File: src/rtl/fifo_read_ctrl.sv
// -----------------------------------------------------------------------------
// fifo_read_ctrl
//   Read-side controller of an asynchronous FIFO. It brings the write-domain
//   Gray pointer into rclk through a two-flop synchroniser and keeps the binary
//   and Gray read pointers. It derives a registered empty flag and drives the
//   address of the dual-port memory's combinational read port. Popped words are
//   presented on a registered first-word-fall-through valid/ready stream.
//
// Optional build macro: FIFO_RD_LEVEL_EN adds the rlevel occupancy output.
//
// Ports
//   rclk       in   read-domain clock, all state on posedge
//   rrst       in   asynchronous active-high reset
//   wptr       in   write pointer (Gray, wclk domain, unsynchronised)
//   rdata_mem  in   memory read data, combinational function of raddr
//   raddr      out  memory read address
//   rptr       out  registered Gray read pointer, to the write side
//   rclk_en    out  memory read strobe, high in cycles where a word is popped
//   rempty     out  registered FIFO-empty flag
//   rd_data    out  stream data
//   rd_valid   out  stream valid
//   rd_ready   in   stream ready from the consumer
//   rlevel     out  occupancy (FIFO_RD_LEVEL_EN only)
// -----------------------------------------------------------------------------
module fifo_read_ctrl #(
   parameter int DATA_SIZE = 8,
   parameter int ADDR_SIZE = 4
) (
   input  logic                 rclk,
   input  logic                 rrst,
   input  logic [ADDR_SIZE:0]   wptr,
   input  logic [DATA_SIZE-1:0] rdata_mem,
   output logic [ADDR_SIZE-1:0] raddr,
   output logic [ADDR_SIZE:0]   rptr,
   output logic                 rclk_en,
   output logic                 rempty,
   output logic [DATA_SIZE-1:0] rd_data,
   output logic                 rd_valid,
   input  logic                 rd_ready
`ifdef FIFO_RD_LEVEL_EN
   ,
   output logic [ADDR_SIZE:0]   rlevel
`endif
);

   logic [ADDR_SIZE:0]   r_q1_wptr;
   logic [ADDR_SIZE:0]   r_q2_wptr;
   logic [ADDR_SIZE:0]   r_bin;
   logic [ADDR_SIZE:0]   r_ptr;
   logic                 r_empty;
   logic                 r_valid;
   logic [DATA_SIZE-1:0] r_data;

   logic                 w_pop;
   logic [ADDR_SIZE:0]   w_bin_next;
   logic [ADDR_SIZE:0]   w_gray_next;

   // A word leaves memory whenever one exists and the output register is
   // either empty or being drained in this same cycle.
   always_comb begin
      w_pop       = !r_empty && (!r_valid || rd_ready);
      w_bin_next  = r_bin + {{ADDR_SIZE{1'b0}}, w_pop};
      w_gray_next = (w_bin_next >> 1) ^ w_bin_next;
   end

   // Two-flop synchroniser; nothing else may look at wptr.
   always_ff @(posedge rclk or posedge rrst) begin
      if (rrst) begin
         r_q1_wptr <= '0;
         r_q2_wptr <= '0;
      end else begin
         r_q1_wptr <= wptr;
         r_q2_wptr <= r_q1_wptr;
      end
   end

   // Pointers and empty flag. Comparing the next Gray pointer against the
   // synchronised write pointer keeps rempty registered; it can only lag the
   // true state on the "data available" side, never report data that is absent.
   always_ff @(posedge rclk or posedge rrst) begin
      if (rrst) begin
         r_bin   <= '0;
         r_ptr   <= '0;
         r_empty <= 1'b1;
      end else begin
         r_bin   <= w_bin_next;
         r_ptr   <= w_gray_next;
         r_empty <= (w_gray_next == r_q2_wptr);
      end
   end

   // Output register. A pop takes priority, so a transfer and a refill in the
   // same edge sustain one word per cycle.
   always_ff @(posedge rclk or posedge rrst) begin
      if (rrst) begin
         r_valid <= 1'b0;
         r_data  <= '0;
      end else if (w_pop) begin
         r_valid <= 1'b1;
         r_data  <= rdata_mem;
      end else if (r_valid && rd_ready) begin
         r_valid <= 1'b0;
      end
   end

   assign raddr    = r_bin[ADDR_SIZE-1:0];
   assign rptr     = r_ptr;
   assign rclk_en  = w_pop;
   assign rempty   = r_empty;
   assign rd_data  = r_data;
   assign rd_valid = r_valid;

`ifdef FIFO_RD_LEVEL_EN
   // Gray-to-binary of the synchronised write pointer: each binary bit is the
   // XOR of all Gray bits at or above it.
   logic [ADDR_SIZE:0] w_wbin;
   genvar gi;
   generate
      for (gi = 0; gi <= ADDR_SIZE; gi++) begin : g_gray2bin
         assign w_wbin[gi] = ^r_q2_wptr[ADDR_SIZE:gi];
      end
   endgenerate

   // Modulo subtraction; the word parked in the output register is not counted.
   assign rlevel = w_wbin - r_bin;
`endif

endmodule

File: config.mk
export PLATFORM = sky130hd
export DESIGN_NAME = fifo_read_ctrl
export DESIGN_NICKNAME = d
export VERILOG_FILES = /design/src/rtl/fifo_read_ctrl.sv
export SDC_FILE = /design/constraint.sdc
export NUM_CORES = 1
export LEC_CHECK = 0
export CAP_MARGIN = 10
export CORE_MARGIN = 2
export CORE_UTILIZATION = 47
export DETAILED_ROUTE_END_ITERATION = 10
export PLACE_DENSITY = 0.82
export SKIP_CTS_REPAIR_TIMING = 1
export SLEW_MARGIN = 20
export SYNTH_ARGS = -nofsm -noshare
export SYNTH_HDL_FRONTEND = slang
export SYNTH_SLANG_ARGS = --single-unit
File: constraint.sdc
create_clock -name rclk -period 5.4 [get_ports rclk]
set_input_delay 1.62 -clock rclk [delete_from_list [all_inputs] [get_ports rclk]]
set_output_delay 1.62 -clock rclk [all_outputs]
set_load 0.1 [all_outputs]
* After elaboration in Yosys (flattened, before gate mapping)
Cells that the tools add are included.
** Storage, ports and cells
- Register bits :: 30
- Word-level logic and storage cells :: 18
** Operators by class
- Add/sub/neg operators :: 1
- Eq/ne operators :: 1
- Multiplexer cells :: 2
- Bitwise logic cells :: 1
- Reductions and logical operators :: 6
** Operators by type and width (number)
- adder 5 x 1 -> 5 bit :: 1
- equality test 5 bit :: 1
- XOR 4 x 5 -> 5 bit :: 1
- logical AND 1 bit :: 2
- logical NOT 1 bit :: 2
- two-way mux 1 bit :: 2
- nonzero test 2 bit :: 1
- logical OR 1 bit :: 1

* Depth between registers and ports, before layout
Gate-level depths: netlist of run 1.
- Depth after elaboration :: 6
- Mapped depth :: 8
- Depth with buffers taken out :: 8

* Least setup slack after synthesis of run 1
No wires, ideal clock.
- Kind :: in2reg
- Start point :: input rd_ready
- End point :: register r_empty, in the netlist rempty
- Arrival time :: 4293 ps
- Data required time :: 5312 ps
- Path slack :: 1019 ps
- Stages on the path :: 8
- Cell sequence :: inv_1 > a21oi_2 > ha_1 > ha_1 > nand3_1 > xor2_1 > or3_1 > a221oi_2
** On the way
- Cells in the longest elaborated chain, start to end :: 5
** Ends and longest elaborated chain
- from (decl) :: RTL line 39 : input logic rd_ready
- logical OR 1 bit :: RTL line 61 : w_pop = !r_empty && (!r_valid || rd_ready);
- logical AND 1 bit :: RTL line 61
- net rclk_en :: RTL line 35 : output logic rclk_en,
- adder 5 x 1 -> 5 bit :: RTL line 62 : w_bin_next = r_bin + {{ADDR_SIZE{1'b0}}, w_pop};
- XOR 4 x 5 -> 5 bit :: RTL line 63 : w_gray_next = (w_bin_next >> 1) ^ w_bin_next;
- equality test 5 bit :: RTL line 88 : r_empty <= (w_gray_next == r_q2_wptr);
- to (signal assigned) :: RTL line 88
- to (decl) :: RTL line 50 : logic r_empty;
The timed path passes the listed nets, and every way through them passes these cells.
A chain may end at the register's enable or synchronous reset.

* Worst setup path in the final report of run 1
- Start point :: input rd_ready
- End point :: output rclk_en
** On the way
- Cells in the longest elaborated chain, start to end :: 2
** Ends and longest elaborated chain (RTL line)
- logical OR 1 bit :: 61
- logical AND 1 bit :: 61
- to (decl) :: 35
No other way between the ends.

==> results of run 1 <==
## per-layer routing
| metal | global-route usage | part of all wire | vias up |
|---|---|---|---|
| met1 | 0.162 | 0.39 | 309 |
| met5 | 0 | 0 | - |
| li1 | - | - | 304 |
| met2 | 0.247 | 0.52 | 20 |
| met4 | 0.0921 | 0.026 | 0 |
| met3 | 0.0702 | 0.067 | 6 |
## kinds of logic after synthesis
group,Yosys count,synth area share
AOI/OAI and AO/OA,4,0.0346
muxes,8,0.0858
and+or+nand+nor,6,0.0310
xor gates and xnor gates,12,0.114
DFF,29,0.692
buffers and inverters,5,0.0179
adders and majority gates,2,0.0238
## worst max-delay path, stage by stage
cell and delay [ns]:
clkdlybuf4s50_1 0.48, inv_1 0.05, a21oi_2 0.12, buf_4 0.20
buf_12 0.19
## Yosys cell counts, drive strengths merged
library cell and n:
mux2 8, a21oi 1, ha 2, xor2 7, xor3 1, or3 2
dfstp 1, nand3 4, xnor2 4, o21ai 1, a21boi 1, inv 5
dfrtp 28, a221oi 1
## state kept, by name, summed over array words and instances (netlist names)
register,flops
r_bin,5
r_q1_wptr,5
r_q2_wptr,5
rd_data,8
rd_valid,1
rempty,1
rptr,4
## stage by stage
stage | utilization | worst slack (ns) | instance area (µm²) | hold WS (ns) | std cells
6_report | 0.689 | 1.12 | 1500 | 0.352 | 136
5_1_grt | 0.689 | 1.04 | 1500 | 0.366 | 136
4_1_cts | 0.689 | 1.11 | 1500 | 0.355 | 136
3_5_place_dp | 0.670 | 1.12 | 1450 | 0.336 | 130
3_3_place_gp | 0.670 | 1.13 | 1450 | 0.331 | 130
2_1_floorplan | - | 1.02 | 1050 | 0.331 | 66
## worst paths after layout
path / startpoint / end / depth (start not counted)
hold reg to reg: r_q1_wptr[3] / r_q2_wptr[3] / 0
setup reg to reg: rempty / rempty / 8
hold / removal: r_q1_wptr[3] / r_q2_wptr[3] / 0
setup / recovery: rd_ready / rclk_en / 5
max in group asynchronous: rrst / rempty / 2
min in group asynchronous: rrst / r_q1_wptr[0] / 2
## final cells by class
| cell class | count | area [µm²] |
|---|---|---|
| well taps | 28 | 35.0 |
| repair buffers | 36 | 368 |
| clock buffers | 5 | 37.5 |
| fillers | 169 | 674 |
| flip-flops and latches | 29 | 727 |
| inverters | 5 | 18.8 |
| clock inverters | 1 | 5.00 |
| multi-input cells | 32 | 304 |
## cells in the final DEF (no fill, tap or decap), types with 2 or more instances in the layout
cell             count
mux2_2               8
dfrtp_1             28
ha_1                 2
xor2_1               7
xnor2_1              4
or3_1                2
clkbuf_4             5
inv_1                4
clkdlybuf4s50_1     34
nand3_1              4
==> impl_metrics.py, run 1 <==
metrics = {
    "synth": {
        "syn_nets": 84,
        "avgSynthCellArea_um2": 15.9,
        "synth_top_area_cell": "dfrtp_1",
        "synth_top_area_frac": 0.667,
        "synth_area_leaders": "dfrtp_1, mux2_2, xor2_1",
        "yosysWarnings": 0,
        "netlist_area_um2": 1050,
        "ys_ff_latch": 29,
        "postSynthCellCount": 66,
        "ys_seq_area_frac": 0.692,
        "yosysUniqueCellTypes": 14,
    },
    "floorplan": {
        "start_util": 0.484,
        "io_pins": 36,
        "dieArea_um2": 2630,
        "dieWidth_um": 51.3,
        "die_y_um": 51.3,
        "coreArea_um2": 2170,
        "num_rows": 17,
    },
    "timing": {
        "min_period_ns": 4.28,
        "hold_viol": 0,
        "fin_worst_skew_ns": 0.00681,
        "finalCritPeriodShare": 0.793,
        "slew_violations": 0,
        "rsz0062_at_grt": "no",
        "setup_tns_ns": 0,
        "slew_headroom": 0.349,
        "maxClockFrequency_mhz": 234,
        "setup_viol": 0,
        "tightest_slew_ns": 0.974,
    },
    "routing": {
        "ant_nets": 0,
        "drc": 0,
        "wl_mm": 1.65,
        "avgRoutedWirePerCell_um": 12.1,
        "drt_pass1_iterations": 4,
        "drtIter0Drc": 5,
        "vias": 639,
        "via_per_inst": 4.70,
    },
    "worst_setup_path": {
        "crit_fanout": 10,
        "required_ns": 3.78,
        "critPathArrivalTime_ns": 2.66,
        "endpoint_kind": "output port",
        "reg2reg_slack_ns": 2.97,
        "timing.setup.critical_path_class": "in2out",
        "start_kind": "primary input",
    },
    "clock_network": {
        "clockBufferDepth": 2,
        "h-tree-depth": 2,
        "insertion_delay_ns": 0.31,
        "cts-root-buf": "clkbuf_4",
        "cts_inserted_buffers": 5,
        "clk_pin_slew_ns": 0.08,
        "clock-sinks": 29,
        "cts_tree": "yes",
    },
    "layout": {
        "drive_above_1_share": 0.185,
        "nets": 127,
        "antenna_cells": 0,
        "syn_to_final_growth_pct": 42.4,
    },
    "global_route": {
        "grt_pass1_vias": 637,
        "antenna_found_initial": 0,
        "grt_usage": 0.152,
        "grt_max_degree": 30,
        "grt_pass1_wl_mm": 2.75,
        "gr-total-overflow": 0,
    },
    "run_status": {
        "outcome": "finished, final reports clean",
    },
    "placement": {
        "gp_congestion": 0.772,
        "portBuffers": 35,
    },
    "worst_hold_path": {
        "hp-class": "reg2reg",
    },
    "job": {
        "drv_cap": 0,
    },
}
Power of run 1 is left out: the tool's default activity adds up to more than one toggle a clock period on the data nets, which glitch-free logic cannot reach.
==> run 2, diff against run 1 <==
- CORE_UTILIZATION: 47 -> 39
- PLACE_DENSITY: 0.82 -> 0.73
- clock period: 5.4 -> 3.6 ns (I/O delays scaled with it)
==> run 2 against run 1 <==
  * Sequential cell count unchanged
  * Largest cell class unchanged
  * Die area up 19%
  * Global-route usage down 3.5 points
==> impl_metrics.py, run 2 (synthesized netlist as in run 1, its figures left out) <==
metrics = {
    "run_status": {
        "outcome": "finished, final reports clean",
    },
    "worst_setup_path": {
        "cpPeakStageDelay_ns": 0.47,
        "endpoint_kind": "output port",
        "slowest_stage": "clkdlybuf4s50_1",
        "required_ns": 2.52,
        "start_kind": "primary input",
        "reg2regPathDepth": 7,
        "worstPathCellList": "clkdlybuf4s50_1 > inv_1 > a21oi_4 > buf_4 > buf_12",
        "crit_fanout": 9,
        "timing.setup.critical_path_class": "in2out",
        "critPathArrivalTime_ns": 2.15,
    },
    "clock_network": {
        "clockBufferDepth": 2,
        "cts_inserted_buffers": 5,
        "cts_tree": "yes",
        "clk_pin_slew_ns": 0.09,
        "insertion_delay_ns": 0.30,
        "clock-sinks": 29,
        "cts-root-buf": "clkbuf_4",
        "h-tree-depth": 2,
    },
    "routing": {
        "ant_nets": 0,
        "vias": 639,
        "drtIter0Drc": 15,
        "via_per_inst": 4.53,
        "wl_mm": 1.67,
        "drt_pass1_iterations": 4,
        "drc": 0,
        "avgRoutedWirePerCell_um": 11.9,
    },
    "layout": {
        "syn_to_final_growth_pct": 40.2,
        "drive_above_1_share": 0.342,
        "final_common_cell": "dfrtp_1",
        "nets": 128,
        "fin_util": 0.583,
        "multi_input_area_um2": 312,
        "seq_area_um2": 727,
        "largest_reg_flops": 8,
        "fin_area_um2": 1470,
        "mostFrequentLayoutCells": "dfrtp_1, buf_4, clkdlybuf4s50_1, mux2_2, xor2_1",
        "final.fill_count": 223,
        "antenna_cells": 0,
    },
    "floorplan": {
        "dieWidth_um": 55.9,
        "dieArea_um2": 3120,
        "coreArea_um2": 2520,
        "start_util": 0.416,
        "io_pins": 36,
        "num_rows": 18,
        "die_y_um": 55.9,
    },
    "global_route": {
        "grt_max_degree": 16,
        "gr-total-overflow": 0,
        "grt_pass1_wl_mm": 2.75,
        "grt_pass1_vias": 633,
        "grt_usage": 0.117,
        "antenna_found_initial": 0,
    },
    "placement": {
        "gp_congestion": 0.701,
        "portBuffers": 35,
        "placedInstanceArea_um2": 1420,
        "place_hpwl_mm": 1.33,
    },
    "timing": {
        "min_period_ns": 3.23,
        "finalCritPeriodShare": 0.898,
        "setup_tns_ns": 0,
        "setup_viol": 0,
        "rsz0062_at_grt": "no",
        "slew_violations": 0,
        "slew_headroom": 0.643,
        "maxClockFrequency_mhz": 309,
        "fin_worst_skew_ns": 0.00720,
        "tightest_slew_ns": 0.535,
        "hold_viol": 0,
    },
    "job": {
        "drv_cap": 0,
    },
    "worst_hold_path": {
        "hp-class": "reg2reg",
        "worstHoldPathCells": 0,
    },
}
## run 2: cell types whose count changed in the layout (fill, tap and decap cells not counted)
cell and delta:
clkinv_2 -1, buf_4 +20, inv_1 +1, clkdlybuf4s50_1 -19, a21oi_4 +1, inv_2 -1
a21oi_2 -1, clkbuf_1 +3
## run 2: layer usage
layer | track usage | routed length (µm)
met1 | 0.129 | 674
met2 | 0.201 | 898
met3 | 0.0442 | 89
met4 | 0.0510 | 12
met5 | 0 | 0
## run 2: cell type report
cell class,count,share of cell area
clock buffers,8,0.0332
inverters,5,0.0128
multi-input cells,32,0.212
flip-flops and latches,29,0.494
well taps,30,0.0255
repair buffers,37,0.223
## run 2: worst paths after layout
check,startpoint,to,slack [ns]
worst min register to register,r_q1_wptr[3],r_q2_wptr[3],0.34
worst max-delay path,rd_ready,rclk_en,0.37
worst max register to register,rempty,rempty,1.38
min in group asynchronous,rrst,r_q2_wptr[3],1.11
max in group asynchronous,rrst,rempty,1.83
worst min-delay path,r_q1_wptr[3],r_q2_wptr[3],0.34
## run 2: through the flow
stage	instances	hold slack, ns	setup WS (ns)
global placement	133	0.332	0.325
CTS	141	0.353	0.362
floorplan	66	0.331	0.175
global route	141	0.364	0.331
detailed placement	133	0.335	0.230
finish	141	0.344	0.367
## run 2: worst max-delay path, delay by kind of cell
kind | cells | cell delay [ns]
buf+inv | 4 | 0.93
compound gates | 1 | 0.14
Power of run 2 is left out for the same reason.
